--- src/rtl/fmap_writer.sv ---
// rtl/fmap_writer.sv - output feature-map write-back: scan-order addressing, one pending write register.
// Optional ReLU on stored data when FMAP_RELU_EN is defined.
module fmap_writer #(
  parameter int OUT_WIDTH  = 222,
  parameter int OUT_HEIGHT = 222,
  parameter int KERNEL_NUM = 64,
  parameter int DATA_WIDTH = 32,
  parameter int ADDR_WIDTH = 22
) (
  input  logic                  clk,
  input  logic                  reset,
  input  logic                  start,
  input  logic                  in_valid,
  input  logic [DATA_WIDTH-1:0] in_data,
  output logic                  in_ready,
  output logic                  mem_we,
  output logic [ADDR_WIDTH-1:0] mem_addr,
  output logic [DATA_WIDTH-1:0] mem_data,
  input  logic                  mem_ready,
  output logic                  busy,
  output logic                  frame_done
);

  localparam int KW = (KERNEL_NUM > 1) ? $clog2(KERNEL_NUM) : 1;
  localparam int CW = (OUT_WIDTH  > 1) ? $clog2(OUT_WIDTH)  : 1;
  localparam int RW = (OUT_HEIGHT > 1) ? $clog2(OUT_HEIGHT) : 1;
  localparam logic [ADDR_WIDTH-1:0] PLANE_SZ = ADDR_WIDTH'(OUT_WIDTH * OUT_HEIGHT);
  localparam logic [ADDR_WIDTH-1:0] ROW_SZ   = ADDR_WIDTH'(OUT_WIDTH);
  localparam logic [KW-1:0] K_MAX   = KW'(KERNEL_NUM - 1);
  localparam logic [CW-1:0] COL_MAX = CW'(OUT_WIDTH - 1);
  localparam logic [RW-1:0] ROW_MAX = RW'(OUT_HEIGHT - 1);

  typedef enum logic [1:0] {IDLE, RUN, DRAIN, DONE} state_t;

  state_t                state_q, state_d;
  logic [KW-1:0]         k_q, k_d;
  logic [CW-1:0]         col_q, col_d;
  logic [RW-1:0]         row_q, row_d;
  logic [ADDR_WIDTH-1:0] k_base_q, k_base_d;
  logic [ADDR_WIDTH-1:0] row_base_q, row_base_d;
  logic                  mem_we_q, mem_we_d;
  logic [ADDR_WIDTH-1:0] mem_addr_q, mem_addr_d;
  logic [DATA_WIDTH-1:0] mem_data_q, mem_data_d;

  logic                  accept;
  logic                  last_pos;
  logic [DATA_WIDTH-1:0] load_data;

  assign accept   = in_valid && in_ready;
  assign last_pos = (k_q == K_MAX) && (col_q == COL_MAX) && (row_q == ROW_MAX);

`ifdef FMAP_RELU_EN
  assign load_data = in_data[DATA_WIDTH-1] ? '0 : in_data;
`else
  assign load_data = in_data;
`endif

  always_ff @(posedge clk or posedge reset) begin
    if (reset) begin
      state_q    <= IDLE;
      k_q        <= '0;
      col_q      <= '0;
      row_q      <= '0;
      k_base_q   <= '0;
      row_base_q <= '0;
      mem_we_q   <= 1'b0;
      mem_addr_q <= '0;
      mem_data_q <= '0;
    end else begin
      state_q    <= state_d;
      k_q        <= k_d;
      col_q      <= col_d;
      row_q      <= row_d;
      k_base_q   <= k_base_d;
      row_base_q <= row_base_d;
      mem_we_q   <= mem_we_d;
      mem_addr_q <= mem_addr_d;
      mem_data_q <= mem_data_d;
    end
  end

  always_comb begin
    state_d = state_q;
    case (state_q)
      IDLE:    if (start) state_d = RUN;
      RUN:     if (accept && last_pos) state_d = DRAIN;
      DRAIN:   if (mem_we_q && mem_ready) state_d = DONE;
      DONE:    state_d = IDLE;
      default: state_d = IDLE;
    endcase
  end

  // Running bases k*W*H and row*W replace multipliers in the address path.
  always_comb begin
    k_d        = k_q;
    col_d      = col_q;
    row_d      = row_q;
    k_base_d   = k_base_q;
    row_base_d = row_base_q;
    mem_we_d   = mem_we_q;
    mem_addr_d = mem_addr_q;
    mem_data_d = mem_data_q;
    if (state_q == IDLE && start) begin
      k_d        = '0;
      col_d      = '0;
      row_d      = '0;
      k_base_d   = '0;
      row_base_d = '0;
    end
    if (accept) begin
      mem_we_d   = 1'b1;
      mem_addr_d = k_base_q + row_base_q + ADDR_WIDTH'(col_q);
      mem_data_d = load_data;
      if (k_q != K_MAX) begin
        k_d      = k_q + 1'b1;
        k_base_d = k_base_q + PLANE_SZ;
      end else begin
        k_d      = '0;
        k_base_d = '0;
        if (col_q != COL_MAX) begin
          col_d = col_q + 1'b1;
        end else begin
          col_d = '0;
          if (row_q != ROW_MAX) begin
            row_d      = row_q + 1'b1;
            row_base_d = row_base_q + ROW_SZ;
          end else begin
            row_d      = '0;
            row_base_d = '0;
          end
        end
      end
    end else if (mem_we_q && mem_ready) begin
      mem_we_d = 1'b0;
    end
  end

  always_comb begin
    in_ready   = (state_q == RUN) && (!mem_we_q || mem_ready);
    busy       = (state_q != IDLE);
    frame_done = (state_q == DONE);
    mem_we     = mem_we_q;
    mem_addr   = mem_addr_q;
    mem_data   = mem_data_q;
  end

endmodule

--- config.mk ---
export PLATFORM = sky130hd
export DESIGN_NAME = fmap_writer
export DESIGN_NICKNAME = d
export VERILOG_FILES = /design/src/rtl/fmap_writer.sv
export SDC_FILE = /design/constraint.sdc
export NUM_CORES = 1
export LEC_CHECK = 0
export CAP_MARGIN = 5
export CELL_PAD_IN_SITES_DETAIL_PLACEMENT = 0
export CELL_PAD_IN_SITES_GLOBAL_PLACEMENT = 2
export CORE_MARGIN = 5
export CORE_UTILIZATION = 39
export CTS_CLUSTER_DIAMETER = 150
export CTS_CLUSTER_SIZE = 40
export DETAILED_ROUTE_END_ITERATION = 10
export DONT_BUFFER_PORTS = 1
export PLACE_DENSITY_LB_ADDON = 0.1
export REMOVE_ABC_BUFFERS = 1
export SYNTH_ARGS = -nofsm -noshare
export SYNTH_HDL_FRONTEND = slang
export SYNTH_SLANG_ARGS = --single-unit
--- constraint.sdc ---
create_clock -name clk -period 4.8 [get_ports clk]
set_input_delay 0.96 -clock clk [delete_from_list [all_inputs] [get_ports clk]]
set_output_delay 0.96 -clock clk [all_outputs]
set_load 0.1 [all_outputs]
==> results of run 1 <==
final cells by class:
type / instances / share of cell area, %
multi-input combinational: 611 / 48.3
sequential: 121 / 39.3
clock buffer: 17 / 5.53
tap: 225 / 3.66
clock inverter: 15 / 1.85
inverter: 15 / 0.764
timing repair buffer: 6 / 0.585
placed cells by master (no fill, tap or decap), drive strengths merged, types with 17 or more instances in the layout:
cell type  Yosys  layout
a21oi         31      31
clkbuf        22      17
dfrtp        121     121
ha            47      47
inv           15      21
nand2        179     179
nand3         25      25
nand4         22      22
nor2          44      44
o21ai        111     111
metal layers:
layer	wire length [µm]	part of all wire (%)	vias to the layer above
met5	0	0	-
met4	228	1.3	0
met3	881	5.1	19
met2	7900	45	119
met1	8360	48	2704
li1	-	-	2750
stage by stage:
stage | hold WS, ns | cells | util [%] | instance area [µm²] | worst slack (ns)
after floorplan | 0.455 | 747 | - | 6780 | 0.591
after global placement | 0.477 | 978 | 41.1 | 7130 | 1.68
after detailed placement | 0.490 | 978 | 41.1 | 7130 | 1.62
after CTS | 0.503 | 1010 | 44.3 | 7700 | 1.49
after global routing | 0.536 | 1010 | 44.3 | 7700 | 1.44
final | 0.503 | 1010 | 44.3 | 7700 | 1.51
path summary, 6_finish.rpt:
check,cells after the start,to,from
max in group asynchronous,2,k_base_q[2]$_DFFE_PP0P_,reset
worst min register to register,1,row_q[4]$_DFF_PP0_,row_q[4]$_DFF_PP0_
worst max-delay path,2,in_ready,mem_we$_DFFE_PP0P_
worst max register to register,6,k_base_q[6]$_DFFE_PP0P_,mem_we$_DFFE_PP0P_
worst min-delay path,1,row_q[4]$_DFF_PP0_,row_q[4]$_DFF_PP0_
min in group asynchronous,1,mem_data[5]$_DFFE_PP0P_,reset
state kept, by name, summed over array words and instances (netlist names):
register    count
col_q           8
k_base_q       20
k_q             6
mem_addr       22
mem_data       32
mem_we          1
row_base_q     22
row_q           8
state_q         2
power groups by stage:
stage	Sequential [mW]	Combinational [mW]	Clock, mW
floorplan	2.54	0.655	0
global placement	2.60	0.824	0
detailed placement	2.60	0.852	0
CTS	2.58	0.858	1.27
global route	2.61	0.957	1.32
finish	2.57	0.843	1.23
cell families (layout without fill, tap and decap cells):
kind of cell,Yosys count,count (layout),synth area share (%)
and+or+nand+nor,320,320,20.8
AOI/OAI and AO/OA,212,212,18.9
DFF,121,121,43.8
adders and majority gates,54,54,10.5
buffers and inverters,45,53,2.78
xor gates and xnor gates,24,24,3.04
muxes,1,1,0.163
worst register-to-register path, stage by stage, from the launching register on:
cell and delay (ns):
dfrtp_1 0.74, nand2b_1 0.36, nand3_4 0.45, nor2_1 1.07, a21oi_1 0.12, nand2b_1 0.19, o31ai_1 0.06
==> flow_metrics.tcl, run 1 <==
set metrics [dict create \
    status "finished, final reports clean" \
    hold_class "flop to flop" \
    critPathBufInv 0 \
    busiest_layer "met2" \
    ys_async_sr_fraction_pct 100 \
    cp.arrival_ns 2.33 \
    synth_top_cell_by_area "dfrtp_1" \
    drt_iter0_drc 330 \
    cts_buffers 17 \
    pin_count 95 \
    p_leak_nw 3.60 \
    wirelength_um 17400 \
    pwr-share-seq_pct 55.3 \
    start_util_pct 39.9 \
    synthDistinctLibCells 68 \
    fin_setup_tns_ns 0 \
    rsz0062_at_grt "false" \
    grt_use_met2_pct 27.8 \
    grt_pass1_vias 5449 \
    fin_nets 863 \
    cpPeakStageDelay_ns 0.81 \
    setup_viol 0 \
    postSynthAreaPerCell_um2 8.90 \
    clk_path_buf_depth 2 \
    cts_hold_buffers 0 \
    area_growth_pct 11.2 \
    period_share_pct 68.6 \
    grt_use_met1_pct 24.4 \
    p_sw_mw 2.46 \
    clk_pin_slew_ns 0.06 \
    place_congestion 0.790 \
    switching_share_pct 53.0 \
    synth_common_cells "nand2_1, dfrtp_1, o21ai_1, ha_1, nor2_1" \
    syn_area_um2 6920 \
    grt_use_met3_pct 3.35 \
    row_count 48 \
    worst_pin_slew_ns 1.16 \
    die-area_um2 20500 \
    multiInputGateArea_um2 3710 \
    netlist_instances 777 \
    yosys-top-cells-area "dfrtp_1, nand2_1, ha_1" \
    endpoint_kind "primary output" \
    internal_power_mw 2.19 \
    routed-via-count 5592 \
    path_cells "nand2b_1, and2_1" \
    cp-start-kind "flop" \
    synth_top_area_share_pct 43.8 \
    reg2reg_slack_ns 1.70 \
    die_w_um 143 \
    ff_latch_area_um2 3030 \
    grt_max_degree 56 \
    grt_usage_pct 17.5 \
    grt_overflow 0 \
    worstPathRequired_ns 3.84 \
    drive_above_1_share_pct 7.26 \
    drt-wirelength-per-cell_um 17.2 \
    combPwrFrac_pct 18.1 \
    ys_seq_area_share_pct 43.8 \
    clock_latency_ns 0.42 \
    die_h_um 143 \
    cts_tree "done" \
    critical_path.top_delay_family "simple AND/OR/NAND/NOR gates" \
    drt_first_pass_iters 5 \
    viasPerCell 5.54 \
    post_cts_buffers 0 \
    slew_headroom_pct 22.5 \
    ctsHtreeMaxLevel 4 \
    hold_viol 0 \
    coreArea_um2 17400 \
    finalCriticalPeriod_ns 3.29 \
    clockRootBuffer "clkbuf_16" \
    fmax_mhz 304 \
    crit_slowest_cell "and2_1" \
    antenna_found_initial 0 \
    postRouteAntennaNets 0 \
    num-fill-cells 1678 \
    cp_max_fo 4 \
    yosysMostFrequentCell "nand2_1" \
    synth_edf_count 0 \
    grt_pass1_wl_um 28800 \
    cap_viol_max_count 0 \
    p_clk_share_pct 26.5 \
    ys.flop_type "dfrtp_1" \
    crit_type "flop to primary output" \
    fin_skew_ns 0.00819 \
    antennaDiodeCount 0 \
    totalPowerFinal_mw 4.65 \
    dp.final_hpwl_um 12200 \
    drc 0 \
    cts_resized 0 \
    ys_ff_latch 121 \
    ir_drop_mv 0.352 \
    yosys_warnings 0 \
    numClockSinks 121 \
    drv_slew 0 \
    p_per_area_nw_per_um2 604 \
    io_buffer_count 0 \
]
No activity file was read; power rests on OpenSTA's default activity.
==> run 2: changes to the inputs <==
Clock period 4.8 ns to 3.17 ns, I/O delays scaled along.
==> run 2 against run 1 <==
Against the previous run:
- via count grew 0.36%
- count of clock-buffer cells in the layout unchanged
- sequential share of layout area fell by 0.25 points
- non-clock buffer count grew 8
==> flow_metrics.tcl, run 2 (synthesized netlist as in run 1, its figures left out) <==
set metrics [dict create \
    grt_usage_pct 17.5 \
    multiInputGateArea_um2 3710 \
    path_cells "fa_1, ha_1, a2111oi_1, o21a_2, o31ai_4, a21oi_2, nor4_1, or3_1" \
    postRouteAntennaNets 0 \
    crit_slowest_cell "fa_1" \
    cts_tree "done" \
    fin_nets 871 \
    routed-via-count 5612 \
    viasPerCell 5.51 \
    cp.arrival_ns 3.31 \
    cap_viol_max_count 0 \
    dp_cells 986 \
    grt_pass1_vias 5479 \
    p_per_area_nw_per_um2 905 \
    cts_resized 0 \
    slew_headroom_pct 35.7 \
    coreArea_um2 17400 \
    ir_drop_mv 0.616 \
    num-fill-cells 1717 \
    hold_viol 0 \
    endpoint_kind "flop" \
    dr_wl_met3_um 1010 \
    setup_viol 0 \
    switching_share_pct 53.4 \
    pin_count 95 \
    dr.max_layer_used "met4" \
    grt_max_degree 53 \
    io_buffer_count 0 \
    post_cts_buffers 0 \
    status "finished, final reports clean" \
    hold_class "primary input to async pin" \
    dr_wl_met2_um 7940 \
    worstPathRequired_ns 3.46 \
    numClockSinks 121 \
    layout_common_cells "nand2_1, dfrtp_1, o21ai_1" \
    cts_hold_buffers 0 \
    worst_pin_slew_ns 0.967 \
    pre_cts_ws_ns 0.182 \
    fin_skew_ns 0.00871 \
    clk_pin_slew_ns 0.06 \
    die_h_um 143 \
    combPwrFrac_pct 19.7 \
    instances_no_fill 1018 \
    setup_slack_ns 0.157 \
    largest_reg_flops 32 \
    place_congestion 0.786 \
    antenna_found_initial 0 \
    period_share_pct 95.0 \
    clk_path_buf_depth 2 \
    drv_slew 0 \
    final_common_cell "nand2_1" \
    finalCriticalPeriod_ns 3.01 \
    cts_buffers 17 \
    cp-start-kind "flop" \
    drive_above_1_share_pct 8.20 \
    cp_max_fo 7 \
    drt-wirelength-per-cell_um 17.1 \
    p_leak_nw 3.62 \
    grt_overflow 0 \
    fmax_mhz 332 \
    p_clk_share_pct 25.5 \
    ff_latch_area_um2 3030 \
    rsz0062_at_grt "false" \
    area_growth_pct 11.9 \
    cpPeakStageDelay_ns 0.51 \
    start_util_pct 39.9 \
    drt_iter0_drc 305 \
    grt_pass1_wl_um 28600 \
    ctsHtreeMaxLevel 4 \
    pwr-share-seq_pct 54.9 \
    die_w_um 143 \
    clock_latency_ns 0.42 \
    internal_power_mw 3.26 \
    row_count 48 \
    drt_first_pass_iters 4 \
    antennaDiodeCount 0 \
    wl_met1_um 8270 \
    drc 0 \
    p_sw_mw 3.75 \
    crit_type "flop to flop" \
    wirelength_um 17400 \
    dp.final_hpwl_um 12500 \
    clockRootBuffer "clkbuf_16" \
    die-area_um2 20500 \
]
==> run 2: critical path, delay by kind of cell, from the launching register on <==
kind | cells | cell delay [ns]
AOI/OAI and AO/OA | 4 | 1.07
adders and majority gates | 2 | 0.93
DFF | 1 | 0.46
and+or+nand+nor | 2 | 0.43
==> run 2: cell type report <==
| cell class | count | share of cell area, % |
|---|---|---|
| Sequential cell | 121 | 39.1 |
| Clock inverter | 15 | 1.53 |
| Inverter | 15 | 0.759 |
| Clock buffer | 17 | 5.49 |
| Tap cell | 225 | 3.63 |
| Timing Repair Buffer | 14 | 1.52 |
| Multi-Input combinational cell | 611 | 48.0 |
==> run 2: final timing paths <==
path,startpoint,end,slack [ns],cells past startpoint
max,col_q[7]$_DFF_PP0_,mem_addr[18]$_DFFE_PP0P_,0.16,8
min,reset,mem_data[0]$_DFFE_PP0P_,0.13,1
max reg2reg,col_q[7]$_DFF_PP0_,mem_addr[18]$_DFFE_PP0P_,0.16,8
min reg2reg,row_base_q[21]$_DFF_PP0_,row_base_q[21]$_DFF_PP0_,0.48,1
max in group asynchronous,reset,row_q[6]$_DFF_PP0_,2.26,2
min in group clk,in_data[8],mem_data[8]$_DFFE_PP0P_,0.32,2
==> run 2: power by group through the flow <==
| stage | clock (mW) | combinational, mW | sequential [mW] |
|---|---|---|---|
| after floorplan | 0 | 0.992 | 3.85 |
| final | 1.78 | 1.38 | 3.85 |
| after global placement | 0 | 1.36 | 3.88 |
| after detailed placement | 0 | 1.40 | 3.89 |
| after global routing | 1.90 | 1.55 | 3.90 |
| after CTS | 1.84 | 1.40 | 3.86 |
==> run 2: metal layers <==
| metal | GRT usage (%) | vias up |
|---|---|---|
| li1 | - | 2777 |
| met1 | 24.1 | 2689 |
| met2 | 28.0 | 130 |
| met3 | 3.62 | 16 |
| met4 | 4.90 | 0 |
| met5 | 0 | - |
==> run 2: metrics by stage <==
step | total power, mW | cell area (µm²) | hold WS [ns] | TNS, ns | utilization (%)
after detailed placement | 5.29 | 7200 | 0.480 | 0 | 41.5
after floorplan | 4.84 | 6780 | 0.455 | -125.67 | -
after CTS | 7.10 | 7740 | 0.138 | 0 | 44.6
final | 7.01 | 7740 | 0.126 | 0 | 44.6
after global routing | 7.36 | 7740 | 0.175 | 0 | 44.6
after global placement | 5.24 | 7200 | 0.476 | 0 | 41.5
==> patch, RTL diff (config.mk and constraints of run 1) <==
The parameter `OUT_WIDTH` goes from 222 to 111.
--- a/src/rtl/fmap_writer.sv
+++ b/src/rtl/fmap_writer.sv
@@ -1,7 +1,7 @@
 // rtl/fmap_writer.sv - output feature-map write-back: scan-order addressing, one pending write register.
 // Optional ReLU on stored data when FMAP_RELU_EN is defined.
 module fmap_writer #(
-  parameter int OUT_WIDTH  = 222,
+  parameter int OUT_WIDTH  = 111,
   parameter int OUT_HEIGHT = 222,
   parameter int KERNEL_NUM = 64,
   parameter int DATA_WIDTH = 32,
Function: changed (Yosys sat finds a counterexample within 4 cycles, from zero or initial values and one cycle with reset high).
==> patch against run 1 <==
  * Setup slack better by 61 ps
  * Final cell count down 0.20%
  * Cell area is essentially flat
  * Sequential cell count unchanged
  * Register-to-register slack got worse by 90 ps
  * Total power is 1.1% lower
  * Wire length decreased by 3.5%
  * Clock skew fell by 1.1 ps
  * Synthesized area about the same
  * Count of clock-buffer cells in the layout is 1 higher
  * Critical path type unchanged
  * Largest cell class unchanged
  * Highest routed layer unchanged
==> patch: results (changes against run 1) <==
| Metric | Value |
|---|---|
| Synth cell count leaders | 179 x nand2_1, 121 x dfrtp_1, 109 x o21ai_0 |
| Gr usage total | 16.6% (-0.93 points) |
| Relative slew slack | 18.1% (-4.4 points) |
| Worst EP arrival | 2270 ps (-60 ps) |
| Maximum clock path buffer count | 2 (unchanged) |
| Setup Buffers After CTS | 0 (unchanged) |
| CTS resizes | 0 (unchanged) |
| Largest cells by area after synthesis | dfrtp_1 44%, nand2_1 9.7%, ha_1 8.5% |
| Initial DRC Count | 307 (-7.0%) |
| Layout cells sized above 1 | 7.15% (-0.11 points) |
| # nets final | 861 (-0.23%) |
| Async S/R FF share, synth | 100% (unchanged) |
| VDD IR-drop max | 0.448 mV (+28%) |
| Final wirelength | 16.8 mm (-3.5%) |
| Number of port buffers | 0 (unchanged) |
| Critical path's slowest cell | and2_1 |
| # setup viols final | 0 (unchanged) |
| Count of pins over their slew limit | 0 (unchanged) |
| DRC viols | 0 (unchanged) |
| Clk slew on worst S/H paths | 60 ps (about the same) |
| Max FO, Critical Path | 4 (unchanged) |
| Worst clock skew | 7.08 ps (-1.11 ps) |
| Vias in the first global route | 5232 (-4.0%) |
| CP peak stage delay | 800 ps |
| Global-route wire length before repair | 27.4 mm (-4.9%) |
| Largest net degree at the start of global routing | 65 (+16%) |
| Worst-Skew Late Latency | 410 ps |
| 1st-pass router iterations | 5 (unchanged) |
| Post-DP HPWL | 12.0 mm (-2.1%) |
| GPL Wtd Cong | 0.756 (-4.4%) |
| Max FFs per register | 32 (unchanged) |
| Synth warn | 0 (unchanged) |
| Root Driver | clkbuf_16 |
| Outcome | complete, no violations |
| Antenna cells | 0 (unchanged) |
| Antenna violations before repair | 0 (unchanged) |
| Top FF cell, synth | dfrtp_1 |
| Routed vias/inst | 5.43 (-2.0%) |
| Netlist cell types | 64 (-5.9%) |
| H-tree levels | 4 (unchanged) |
| Pleak | 3.71 nW (+3.0%) |
| Seq/Total Area, Yosys | 43.8% (about the same) |
| Post-synth EDFFs | 0 (unchanged) |
| Place WS | 1610 ps (-9.59 ps) |
| Total CTS buffers | 17 (unchanged) |
| Min-Delay Path Class | flop to flop |
==> patch: cell types whose count changed after synthesis, moves of 4 or more <==
cell     before  now
buf_2         2    9
a21o_1        7   12
nor2_1       43   48
nor2b_1       8    4
o21ai_0      33  109
o21ai_1      78    1
a21oi_1      29   19
==> patch: per-stage QoR <==
step / cell area (sq um) / std cells
CTS: 7700 / 1008
detailed placement: 7120 / 976
finish: 7700 / 1008
global placement: 7120 / 976
global route: 7700 / 1008
floorplan: 6760 / 744
==> patch: cell families after synthesis <==
group	after synthesis	share of synthesized area, %
AO/OA/AOI/OAI	212	19.1
multiplexers	2	0.308
XOR/XNOR	21	2.66
buffers and inverters	47	2.98
adder cells (fa/ha/maj)	54	10.5
AND/OR/NAND/NOR	320	20.6
flip-flops	121	43.8
==> patch: cell type report <==
| cell class | instances | area (sq um) |
|---|---|---|
| well taps | 225 | 282 |
| clock inverters | 14 | 151 |
| multi-input cells | 609 | 3690 |
| repair buffers | 7 | 65.1 |
| inverters | 14 | 55.1 |
| flip-flops and latches | 121 | 3030 |
| fillers | 1704 | 9660 |
| clock buffers | 18 | 429 |
==> patch: final timing paths <==
check	slack, ps	start	cells past startpoint	end
worst min register to register	510	k_q[3]	1	k_q[3]
worst max-delay path	1570	mem_we	2	in_ready
worst min-delay path	510	k_q[3]	1	k_q[3]
max in group asynchronous	3420	reset	2	k_base_q[13]
worst max register to register	1610	col_q[1]	9	mem_addr[17]
min in group asynchronous	580	reset	1	mem_data[5]
==> patch: critical path: cells and delay by family (launching register included) <==
kind | cells | cell delay [ps]
flops | 1 | 740
simple gates | 2 | 1120
==> patch: routing by layer <==
metal / share of wire [%] / routed length, um / track usage [%]
met1: 50 / 8370 / 24.6
met2: 42 / 6960 / 24.0
met3: 7.4 / 1230 / 4.02
met4: 1.2 / 197 / 4.80
met5: 0 / 0 / 0
==> patch: power breakdown <==
part	switching [mW]	internal, mW	leakage, nW
clock	0.473	0.765	0.268
combinational	0.563	0.254	1.82
sequential	1.34	1.20	1.63
total	2.38	2.22	3.71
